[src/rtl/fetch_sequencer.sv]
// Program-counter sequencer: start/done handshake, stall hold, LUT branch redirect, halt detect.
// Latency: pc updates one cycle after the retiring instruction; a taken branch adds one FLUSH bubble.
// Backpressure: i_stall holds pc/state/counters in RUN, and is ignored in FLUSH. Optional macro: FETCH_SEQ_PERF_EN.
module fetch_sequencer #(
    parameter int         PC_W    = 32,
    parameter int         STEP    = 4,
    parameter int         LUT_AW  = 4,
    parameter logic [8:0] HALT_OP = 9'h1FF
) (
    input  logic              i_clk,
    input  logic              i_reset,
    input  logic              i_start,
    input  logic [PC_W-1:0]   i_start_pc,
    input  logic              i_stall,
    input  logic [8:0]        i_instruction,
    input  logic              i_branch,
    input  logic              i_zero,
    input  logic              i_lut_we,
    input  logic [LUT_AW-1:0] i_lut_waddr,
    input  logic [PC_W-1:0]   i_lut_wdata,
    output logic [PC_W-1:0]   o_pc,
    output logic              o_fetch_valid,
    output logic              o_busy,
    output logic              o_done,
    output logic [31:0]       o_retired_count,
    output logic [31:0]       o_taken_count
);

    localparam int LUT_D = 1 << LUT_AW;

    typedef enum logic [1:0] {
        S_IDLE  = 2'd0,
        S_RUN   = 2'd1,
        S_FLUSH = 2'd2,
        S_DONE  = 2'd3
    } state_t;

    state_t            r_state;
    logic [PC_W-1:0]   r_pc;
    logic              r_fetch_valid;
    logic              r_busy;
    logic              r_done;
    logic [PC_W-1:0]   r_lut [LUT_D];

    logic              w_ctl_idle;
    logic              w_halt;
    logic              w_take;
    logic [PC_W-1:0]   w_target;

    assign w_ctl_idle = (r_state == S_IDLE) || (r_state == S_DONE);
    assign w_halt     = (i_instruction == HALT_OP);
    assign w_take     = i_branch && i_zero;
    assign w_target   = r_lut[i_instruction[LUT_AW-1:0]];

    always_ff @(posedge i_clk) begin
        if (i_reset) begin
            r_state       <= S_IDLE;
            r_pc          <= '0;
            r_fetch_valid <= 1'b0;
            r_busy        <= 1'b0;
            r_done        <= 1'b0;
        end else begin
            case (r_state)
                S_IDLE, S_DONE: begin
                    if (i_start) begin
                        r_state       <= S_RUN;
                        r_pc          <= i_start_pc;
                        r_fetch_valid <= 1'b1;
                        r_busy        <= 1'b1;
                        r_done        <= 1'b0;
                    end
                end
                S_RUN: begin
                    if (!i_stall) begin
                        // Halt wins over a simultaneous branch; pc stays on the halt.
                        if (w_halt) begin
                            r_state       <= S_DONE;
                            r_fetch_valid <= 1'b0;
                            r_busy        <= 1'b0;
                            r_done        <= 1'b1;
                        end else if (w_take) begin
                            r_state       <= S_FLUSH;
                            r_pc          <= w_target;
                            r_fetch_valid <= 1'b0;
                        end else begin
                            r_pc <= r_pc + PC_W'(STEP);
                        end
                    end
                end
                S_FLUSH: begin
                    r_state       <= S_RUN;
                    r_fetch_valid <= 1'b1;
                end
                default: begin
                    r_state       <= S_IDLE;
                    r_fetch_valid <= 1'b0;
                    r_busy        <= 1'b0;
                    r_done        <= 1'b0;
                end
            endcase
        end
    end

    // Target table is only writable while no program is executing.
    always_ff @(posedge i_clk) begin
        if (i_reset) begin
            for (int i = 0; i < LUT_D; i++) begin
                r_lut[i] <= '0;
            end
        end else if (i_lut_we && w_ctl_idle) begin
            r_lut[i_lut_waddr] <= i_lut_wdata;
        end
    end

    assign o_pc          = r_pc;
    assign o_fetch_valid = r_fetch_valid;
    assign o_busy        = r_busy;
    assign o_done        = r_done;

`ifdef FETCH_SEQ_PERF_EN
    logic        w_retire;
    logic [31:0] r_retired_count;
    logic [31:0] r_taken_count;

    assign w_retire = (r_state == S_RUN) && !i_stall;

    always_ff @(posedge i_clk) begin
        if (i_reset) begin
            r_retired_count <= '0;
            r_taken_count   <= '0;
        end else if (w_ctl_idle && i_start) begin
            r_retired_count <= '0;
            r_taken_count   <= '0;
        end else if (w_retire) begin
            if (r_retired_count != 32'hFFFF_FFFF) begin
                r_retired_count <= r_retired_count + 32'd1;
            end
            if (!w_halt && w_take && (r_taken_count != 32'hFFFF_FFFF)) begin
                r_taken_count <= r_taken_count + 32'd1;
            end
        end
    end

    assign o_retired_count = r_retired_count;
    assign o_taken_count   = r_taken_count;
`else
    assign o_retired_count = '0;
    assign o_taken_count   = '0;
`endif

endmodule
[config.mk]
export PLATFORM = sky130hd
export DESIGN_NAME = fetch_sequencer
export DESIGN_NICKNAME = d
export VERILOG_FILES = /design/src/rtl/fetch_sequencer.sv
export SDC_FILE = /design/constraint.sdc
export NUM_CORES = 1
export LEC_CHECK = 0
export ABC_CLOCK_PERIOD_IN_PS = 3400
export BUFFER_PORTS_ARGS = -buffer_cell sky130_fd_sc_hd__buf_2
export CAP_MARGIN = 20
export CORE_MARGIN = 2
export CORE_UTILIZATION = 39
export DETAILED_ROUTE_END_ITERATION = 16
export SLEW_MARGIN = 10
export SYNTH_ARGS = -nofsm -noshare
export SYNTH_HDL_FRONTEND = slang
export SYNTH_SLANG_ARGS = --single-unit
[constraint.sdc]
create_clock -name i_clk -period 3.4 [get_ports i_clk]
set_input_delay 0.34 -clock i_clk [delete_from_list [all_inputs] [get_ports i_clk]]
set_output_delay 0.34 -clock i_clk [all_outputs]
set_load 0.01 [all_outputs]
## Word-level counts from Yosys, hierarchy flattened

Memory sizes are Yosys's and may differ from the RTL's.
Index checks and enable logic that the tools add are counted.

- Equal/unequal tests: 9
- Muxes and demuxes: 30
- Reduce and logical (&&, ||, !) cells: 10
- $add $sub $neg: 1

Operators by type and width:

| kind | count |
|---|---|
| $mux W32 | 5 |
| $pmux W32 S2 | 1 |
| $add A32 B3 Y32 const B | 1 |
| $reduce_or A32 Y1 | 1 |
| $mux W1 | 15 |
| $eq A9 B9 Y1 const B | 1 |
| $mux W2 | 4 |
| $ne A2 B2 Y1 const B | 4 |
| $reduce_and A4 Y1 | 2 |
| $pmux W2 S3 | 1 |
| $eq A2 B2 Y1 const B | 2 |
| $mux W4 | 1 |
| $pmux W1 S2 | 2 |
| $ne A3 B3 Y1 const B | 1 |
| $pmux W1 S3 | 1 |
| $reduce_and A3 Y1 | 1 |
| $eq A2 B1 Y1 const B | 1 |
| $logic_and A1 B1 Y1 | 2 |
| $logic_not A2 Y1 | 1 |
| $reduce_bool A2 Y1 | 1 |
| $reduce_or A2 Y1 | 1 |
| $logic_or A1 B1 Y1 | 1 |

- Bits of input ports: 84
- Output and inout port bits: 99
- Bits in writable memories: 512
- Logic and storage cells: 56
- Register bits: 37
- Memories: 1

Memories:

| memory | depth | width | rd ports | clocked after memory_dff | write ports | RTL line | RTL |
|---|---|---|---|---|---|---|---|
| r_lut | 16 | 32 | 1 | 0 | 16 | 43 | `logic [PC_W-1:0] r_lut [LUT_D];` |

## Logic depth before layout (Yosys ltp)

Gate-level depths: netlist (run 1).

- Word-level depth: 8
- Mapped depth: 11
- Gate-level depth less buffers: 8

## Least setup slack after synthesis (run 1)

No wires, ideal clock.

- Path type: register to register
- Start point: register r_state[1]
- End point: memory r_lut[0][0] (enable)
- Required time: 3.025 ns
- Library setup time: 0.375 ns
- Stages on the path, launching flop included: 8
- Path buffers: 0
- Setup slack: 0.792 ns
- Arrival time: 2.233 ns
- Period minus slack after synthesis: 2.608 ns
- Path through: dfxtp_1 > inv_1 > ha_1 > nand2_1 > or2_2 > or3_1 > nor3_1 > or2_2

RTL lines:

| what | RTL line | RTL |
|---|---|---|
| start: declaration | 38 | `state_t r_state;` |
| start signal: assignment | 57 | `r_state <= S_IDLE;` |
| start signal: assignment | 66 | `r_state <= S_RUN;` |
| start signal: assignment | 77 | `r_state <= S_DONE;` |
| end: declaration | 43 |  |

==> results of run 1 <==
-- path summary, 6_finish.rpt --
path                 start       endpoint  slack, ps
max             r_state[1]  r_lut[10][26]        570
min          i_start_pc[0]        o_pc[0]         30
max reg2reg     r_state[1]  r_lut[10][26]        570
min reg2reg     r_state[0]     r_state[0]        490
-- metrics by stage --
step	instance area [um^2]	power (W)	setup WS (ps)	hold slack, ps
after floorplan	26500	0.00961	792	454
after global placement	27800	0.0105	478	466
after detailed placement	27800	0.0106	467	477
after CTS	29500	0.0164	589	5.91
after global routing	29500	0.0169	434	45.6
final	29500	0.0163	565	32.4
-- synthesized netlist by cell type, types with 19 or more instances --
cell type  instances  area, um^2
or2_2             19         119
o21ai_0           25         125
nand2_1           41         154
and2_1           515        3220
dfxtp_1           37         741
clkbuf_1         100         375
buf_4             74         556
mux4_1            26         683
edfxtp_1         512       15400
mux2i_1           22         220
a21oi_1           47         235
mux4_2           117        2640
nor2_1            68         255
-- registers in the layout (all words and copies together) (netlist names) --
name	flops
o_fetch_valid	1
o_pc	32
r_state	2
r_lut	512
o_done	1
o_busy	1
-- area by class of cell --
cell class	instances	area share
Sequential cell	549	0.545
Multi-Input combinational cell	1113	0.313
Clock buffer	71	0.0507
Timing Repair Buffer	198	0.0454
Tap cell	873	0.0370
Clock inverter	32	0.00796
Inverter	5	0.000635
Antenna cell	1	0.0000847
-- power breakdown --
group          internal [W]  switching, W
combinational      0.000883       0.00144
clock               0.00333       0.00259
sequential          0.00780      0.000308
total                0.0120       0.00434
-- cells by family after synthesis --
kind of cell / after synthesis / share of synthesized area
mux: 169 / 0.137
buf+inv: 211 / 0.0469
simple gates: 723 / 0.162
compound gates: 154 / 0.0388
flops: 549 / 0.614
other cells: 1 / 0.000143
xor+xnor: 1 / 0.000334
fa+ha+maj: 2 / 0.000953
-- routing by layer --
metal	GRT usage	vias up	routed length [um]
met5	0	-	71
met4	0.0531	10	1620
met3	0.0372	116	5100
met2	0.353	634	35200
met1	0.294	8037	31600
li1	-	6806	-
-- critical path, cell delays in order (launching register included) --
cell and delay, ps:
dfxtp_1 340, inv_1 50, ha_1 380, nand2_1 210, or2_2 330, nor2_1 90, nand2_1 220, nor2_4 170
or2_2 490, buf_12 240
==> impl_results.md, run 1 <==
* Final core occ at 0.442
* DRC at 0
* Max_cap viols at 0
* Max Clk Rate at 0.353 GHz
* Endpoints failing hold at 0
* Worst EP arrival at 3150 ps
* Hold Path Class: primary input to flop
* Avg Synthesized Cell Area at 14.5 um^2
* Die width at 263 um
* Final Setup Violations at 0
* Gp weighted congestion at 0.868
* Non-filler cells in the finished layout at 2842
* Period utilization at 0.834
* Fraction of layout cells with a size suffix above 1 at 0.225
* # IOs at 183
* Setup Buffers After CTS at 0
* Placed insts at 2738
* GRT overflow at 0
* Multi-input logic area at 9240 um^2
* Post-layout min period at 2830 ps
* Warnings, synthesis at 0
* Commonest non-fill, non-tap cells in the layout: and2_1, edfxtp_1, mux4_2, buf_2, buf_4
* Commonest non-fill, non-tap cell in the layout: and2_1
* Root Buffer: clkbuf_16
* Clk Latency, worst-skew pair at 610 ps
* Clk pin slew, worst setup/hold paths at 60 ps
* Antenna violations before repair at 9
* Critical path class: flop to flop
* Hpwl dp at 44.3 mm
* Post-CTS Hold Fix Bufs at 0
* CTS buffer count at 56
* Vias in the first global route at 15564
* Fin nets at 2009
* Core ar. at 66900 um^2
* All-Layer GR Usage at 0.214
* DRT Pass-1 Iters at 5
* Largest net degree at the start of global routing at 49
* Cts repair resizes at 0
* Synth Register Bits at 549
* Cells on worst reg2reg path at 9
* Seq/Total Area, Yosys at 0.614
* Die Ht at 263 um
* Library cells used by synthesis at 64
* P&R area growth vs syn at 12.6%
* DRT antenna net count at 0
* Crit Path Max Fanout at 12
* Post-Synthesis Cell Area at 26200 um^2
* DR WL/cell at 25.9 um
* Longest Clk Path Bufs at 3
* First-pass GRT wire length at 109 mm
* Slew Viols, Final at 0
* Max IR drop VDD at 0.398 mV
* Synth async-reset ratio at 0
* Worst slew pin tran at 689 ps
* Starting Density at 0.392
* PwrDens at 553 nW/um^2
* Critical Path Sink Type: flop
* CTS tree: yes
* Routed WL at 73.6 mm
* Primary FF master, synth: edfxtp_1
* Clock skew at 22.2 ps
* CTS Sinks at 549
* Pleak at 11.0 nW
* Slew headroom at 0.537
* Via count at 15603
* Outcome: finished, final reports clean
* Cell count after synthesis at 1810
* Number of cells on the worst hold path at 3
* Row cnt at 95
* Setup TNS after final layout at 0 ps
* RSZ-0062 raised after global routing: false
* Port buffer count at 118
* Vias per Instance at 5.49
* Startpoint class of the critical path: flop
* Htree depth at 2
* Reg area at 16100 um^2
* Drt first-iter violations at 1533
* Full die area at 69400 um^2
* CP required at 3720 ps
* EDFF count, synth at 512
* FILL cells at 5873
Power figures use the tool's default switching activity.
==> run 2, diff against run 1 <==
ABC_CLOCK_PERIOD_IN_PS = 2700   (was 3400)
clock period = 2.7 ns   (was 3.4 ns; I/O delays follow)
==> run 2 against run 1 <==
Compared with the run above:
- non-clock buffer count grew 62
- utilization grew 1.0 points
- worst hold slack gained 9.2 ps
- critical endpoint is now o_pc[17]
- largest power group unchanged
- highest routed layer unchanged
==> impl_results.md, run 2 (synthesis gave the netlist of run 1 again) <==
* Critical path class: flop to flop
* Setup Buffers After CTS at 0 (unchanged)
* Core ar. at 66900 um^2 (unchanged)
* Commonest non-fill, non-tap cell in the layout: and2_1
* Outcome: finished, final reports clean
* Worst slew pin tran at 807 ps (+118 ps)
* Full die area at 69400 um^2 (unchanged)
* Worst EP arrival at 3070 ps (-80 ps)
* Die Ht at 263 um (unchanged)
* Fraction of layout cells with a size suffix above 1 at 0.246 (+0.0218)
* Largest net degree at the start of global routing at 33 (-33%)
* Total Power at 0.0209 W (+28%)
* CTS Sinks at 549 (unchanged)
* Hpwl dp at 49.0 mm (+11%)
* Longest Clk Path Bufs at 3 (unchanged)
* Hold Path Class: primary input to flop
* Final Setup Violations at 0 (unchanged)
* Critical Path Sink Type: flop
* Pleak at 11.4 nW (+3.4%)
* Htree depth at 2 (unchanged)
* Clk pin slew, worst setup/hold paths at 70 ps (about the same)
* CP required at 3120 ps (-600 ps)
* Max_cap viols at 0 (unchanged)
* Slew headroom at 0.460 (-0.0768)
* CP top delay family: simple AND/OR/NAND/NOR gates
* Crit-path max cell delay at 660 ps (+170 ps)
* Placed insts at 2793 (+2.0%)
* Max reg flops at 512 (unchanged)
* Antenna violations before repair at 6 (-3)
* CP dominant cell by count: a21o_1
* Reg area at 16100 um^2 (unchanged)
* Max IR drop VDD at 0.453 mV (+14%)
* Max Clk Rate at 0.377 GHz (+6.8%)
* DRT antenna net count at 0 (unchanged)
* Port buffer count at 118 (unchanged)
* Via count at 16121 (+3.3%)
* Starting Density at 0.392 (unchanged)
* Root Buffer: clkbuf_16
* Slew Viols, Final at 0 (unchanged)
* P&R area growth vs syn at 15.2%
* Post-layout min period at 2650 ps (-180 ps)
* Vias per Instance at 5.55 (+1.1%)
* Vias in the first global route at 16388 (+5.3%)
* DR WL/cell at 26.9 um (+3.9%)
* FILL cells at 5919 (+0.78%)
* Clock skew at 36.2 ps (+14.0 ps)
* First-pass GRT wire length at 114 mm (+4.9%)
* Die width at 263 um (unchanged)
* All-Layer GR Usage at 0.225 (+0.0115)
* Buffers plus inverters on the worst setup path at 2 (unchanged)
* Period utilization at 0.983 (+0.149)
* Startpoint class of the critical path: flop
* GRT overflow at 0 (unchanged)
* Endpoints failing hold at 0 (unchanged)
* RSZ-0062 raised after global routing: false
* Crit Path Max Fanout at 7 (-5)
* # IOs at 183 (unchanged)
* Drt first-iter violations at 1850 (+21%)
* Fin nets at 2070 (+3.0%)
* Row cnt at 95 (unchanged)
* CTS buffer count at 55 (-1.8%)
* Commonest non-fill, non-tap cells in the layout: and2_1, edfxtp_1, mux4_2, buf_2, buf_4
* Non-filler cells in the finished layout at 2904 (+2.2%)
* CP max-delay cell: nor2_1
* DRC at 0 (unchanged)
* Number of cells on the worst hold path at 3 (unchanged)
* Multi-input logic area at 9240 um^2 (unchanged)
* CP Cell Sequence: inv_1 -> ha_1 -> buf_4 -> nor2b_1 -> a21o_1 -> a21o_1 -> nor2_1 -> a2111oi_0
* Reg with most FFs: r_lut
* Stages on the worst setup path at 8 (-1)
* Gp weighted congestion at 0.900 (+3.7%)
* Routed WL at 78.1 mm (+6.1%)
* Cells on worst reg2reg path at 8 (-1)
* Clk Latency, worst-skew pair at 630 ps (+20 ps)
* PwrDens at 691 nW/um^2 (+25%)
* WHS at 41.6 ps (+9.16 ps)
* DRT Pass-1 Iters at 5 (unchanged)
* CTS tree: yes
## run 2: power by group
| group | switching [W] | internal [W] | total, W | leakage, nW |
|---|---|---|---|---|
| sequential | 0.000377 | 0.00982 | 0.0102 | 5.60 |
| clock | 0.00331 | 0.00418 | 0.00749 | 0.851 |
| combinational | 0.00195 | 0.00125 | 0.00320 | 4.94 |
## run 2: layer usage
metal | share of wire | routed length (um) | global-route usage
met1 | 0.42 | 33200 | 0.304
met2 | 0.49 | 38200 | 0.381
met3 | 0.065 | 5040 | 0.0377
met4 | 0.021 | 1660 | 0.0519
met5 | 0.00054 | 42 | 0
## run 2: worst min-delay path: stages
cell,delay [ps]
buf_2,100
o221ai_1,170
a211oi_1,70
## run 2: area by class of cell
class / instances / area share
Sequential cell: 549 / 0.533
Tap cell: 873 / 0.0361
Inverter: 5 / 0.000621
Clock buffer: 66 / 0.0476
Clock inverter: 36 / 0.00973
Multi-Input combinational cell: 1113 / 0.306
Timing Repair Buffer: 260 / 0.0670
Antenna cell: 2 / 0.000166
## run 2: final timing paths
check / startpoint / slack (ps) / to
min reg2reg: o_pc[29] / 480 / o_pc[29]
min: i_start_pc[10] / 40 / o_pc[10]
max reg2reg: r_state[1] / 50 / o_pc[17]
max: r_state[1] / 50 / o_pc[17]
## run 2: what timing repair did
action | CTS | global route
hold endpoints to repair | 7 | 0
endpoints found under the setup margin | 0 | 1
hold buffers | 7 | 0
gates resized for setup | 0 | 1
## run 2: stage by stage
| step | area, um^2 | setup slack, ps | utilization | TNS (ps) |
|---|---|---|---|---|
| after global routing | 30200 | 9.09 | 0.452 | 0 |
| after detailed placement | 28400 | -69.7 | 0.425 | -69.7 |
| after floorplan | 26500 | 92.0 | - | 0 |
| final | 30200 | 45.7 | 0.452 | 0 |
| after global placement | 28400 | -138 | 0.425 | -138 |
| after CTS | 30200 | 18.1 | 0.452 | 0 |
==> run 3, diff against run 2 <==
CORE_UTILIZATION = 25   (was 39)
==> run 3 against run 2 <==
Compared with the run above:
- clock power increased by 2%
- combinational power hardly changed
- register-to-register slack improved by 90 ps
- via count rose by 0.51%
- sequential share of layout area fell by 1.1 points
==> impl_results.md, run 3 (synthesis gave the netlist of run 1 again) <==
* Outcome: finished, final reports clean
* First-pass GRT wire length at 117 mm (+2.9%)
* Vias per Instance at 4.76 (-14%)
* Fraction of layout cells with a size suffix above 1 at 0.238 (-0.00869)
* Setup Buffers After CTS at 0 (unchanged)
* P&R area growth vs syn at 17.6%
* Core ar. at 104000 um^2 (+55%)
* Crit-path max cell delay at 480 ps (-180 ps)
* Longest Clk Path Bufs at 3 (unchanged)
* Die Ht at 328 um (+25%)
* DRT Pass-1 Iters at 7 (+2)
* Endpoints failing hold at 0 (unchanged)
* CTS tree: yes
* Worst R2R End: r_lut[4][0]
* Row cnt at 118 (+24%)
* Post-layout min period at 2570 ps (-88.4 ps)
* Cts repair resizes at 0 (unchanged)
* Hold path startpoint: i_start_pc[2]
* Max reg flops at 512 (unchanged)
* DRT antenna net count at 0 (unchanged)
* CP Cell Sequence: inv_1 -> ha_1 -> nand2_1 -> or2_2 -> or3_1 -> nor2_4 -> buf_4 -> and2_1
* Worst slew pin tran at 592 ps (-215 ps)
* Reg with most FFs: r_lut
* CTS Sinks at 549 (unchanged)
* CP top delay family: simple AND/OR/NAND/NOR gates
* Final Setup Violations at 0 (unchanged)
* Starting Density at 0.253 (-0.139)
* Gp weighted congestion at 0.885 (-1.7%)
* Buffers plus inverters on the worst setup path at 2 (unchanged)
* Finished Cell Area at 30900 um^2 (+2.0%)
* Slew headroom at 0.605 (+0.145)
* Fin nets at 2060 (-0.48%)
* PwrDens at 682 nW/um^2 (-1.2%)
* FILL cells at 10277 (+74%)
* Startpoint class of the critical path: flop
* CP required at 3170 ps (+50 ps)
* Max_cap viols at 0 (unchanged)
* Via count at 16204 (+0.51%)
* CP max-delay cell: or3_1
* Htree depth at 2 (unchanged)
* R2R Setup Slk at 130 ps (+90 ps)
* Cells on worst reg2reg path at 8 (unchanged)
* Drt first-iter violations at 1926 (+4.1%)
* Max IR drop VDD at 0.511 mV (+13%)
* Number of cells on the worst hold path at 3 (unchanged)
* Commonest non-fill, non-tap cells in the layout: and2_1, edfxtp_1, mux4_2, buf_2, buf_4
* Port buffer count at 118 (unchanged)
* Critical Path Sink Type: flop
* Worst EP arrival at 3030 ps (-40 ps)
* GRT overflow at 0 (unchanged)
* DP Area at 29000 um^2 (+2.1%)
* Clk pin slew, worst setup/hold paths at 60 ps (about the same)
* RSZ-0062 raised after global routing: false
* Pleak at 11.4 nW (-0.25%)
* DR WL/cell at 24.1 um (-10%)
* Vias in the first global route at 16339 (-0.30%)
* CTS buffer count at 56 (+1.8%)
* Largest net degree at the start of global routing at 33 (unchanged)
* Hpwl dp at 52.5 mm (+7.2%)
* Die width at 328 um (+25%)
* Period utilization at 0.950 (-0.0327)
* # IOs at 183 (unchanged)
* Crit Path Max Fanout at 26 (+19)
* Critical path class: flop to flop
* Worst R2R Start: r_state[1]
* DRC at 0 (unchanged)
* Max Clk Rate at 0.390 GHz (+3.4%)
* Clk Latency, worst-skew pair at 630 ps (about the same)
* Hold Path Class: primary input to flop
* Post-CTS Hold Fix Bufs at 7 (unchanged)
* Clock skew at 23.6 ps (-12.6 ps)
* Setup TNS after final layout at 0 ps (unchanged)
* Full die area at 108000 um^2 (+55%)
* Antenna violations before repair at 13 (+7)
* Commonest non-fill, non-tap cell in the layout: and2_1
* Routed WL at 82.0 mm (+4.9%)
* Root Buffer: clkbuf_16
* Slew Viols, Final at 0 (unchanged)
* WHS Endpoint: o_pc[2]
* All-Layer GR Usage at 0.150 (-0.0755)
run 3: changes by cell type in the layout (fill, tap and decap cells not counted), moves of 3 or more:
| cell | delta |
|---|---|
| clkinv_1 | +9 |
| buf_4 | -14 |
| clkinv_2 | -8 |
| clkinvlp_4 | -3 |
| buf_12 | +3 |
run 3: power by group:
part           internal [W]  leakage [nW]  total (W)  switching [W]
logic               0.00124          4.91    0.00323        0.00199
clock network       0.00428         0.859    0.00762        0.00334
registers           0.00982          5.60     0.0102       0.000376
run 3: area by class of cell:
type / instances / area (um^2) / area share
repair buffers: 249 / 1980 / 0.0642
clock inverters: 36 / 315 / 0.0102
diodes: 3 / 7.51 / 0.000243
multi-input cells: 1113 / 9240 / 0.300
well taps: 1380 / 1730 / 0.0560
clock buffers: 67 / 1440 / 0.0468
flip-flops and latches: 549 / 16100 / 0.522
inverters: 5 / 18.8 / 0.000608
run 3: worst register-to-register path, delay by kind of cell (launching register included):
kind / cells / cell delay [ps]
simple gates: 5 / 1340
flops: 1 / 330
buf+inv: 2 / 470
fa+ha+maj: 1 / 290
run 3: worst max path at each step:
| stage | from | endpoint | depth (start not counted) |
|---|---|---|---|
| final | r_state[1] | r_lut[4][0] | 8 |
| after global routing | r_state[1] | o_pc[22] | 9 |
| after CTS | r_state[1] | r_lut[0][4] | 8 |
| after detailed placement | i_instruction[0] | o_pc[19] | 9 |
| after global placement | i_instruction[0] | o_pc[19] | 9 |
| after floorplan | r_state[1] | r_lut[0][0] | 7 |
run 3: metal layers:
layer	global-route usage	vias up	routed length, um
li1	-	6923	-
met1	0.208	8338	35100
met2	0.240	802	38100
met3	0.0279	131	6920
met4	0.0363	10	1790
met5	0	-	63
run 3: per-stage QoR:
step           total power, W  std cells  worst slack [ps]  utilization  hold slack, ps
2_1_floorplan          0.0121       1873              92.0            -             442
3_3_place_gp           0.0135       3289               155        0.280             465
3_5_place_dp           0.0136       3289               124        0.280             475
4_1_cts                0.0211       3399               158        0.297            1.01
5_1_grt                0.0217       3399              41.5        0.297            21.7
6_report               0.0210       3402               134        0.297            36.4
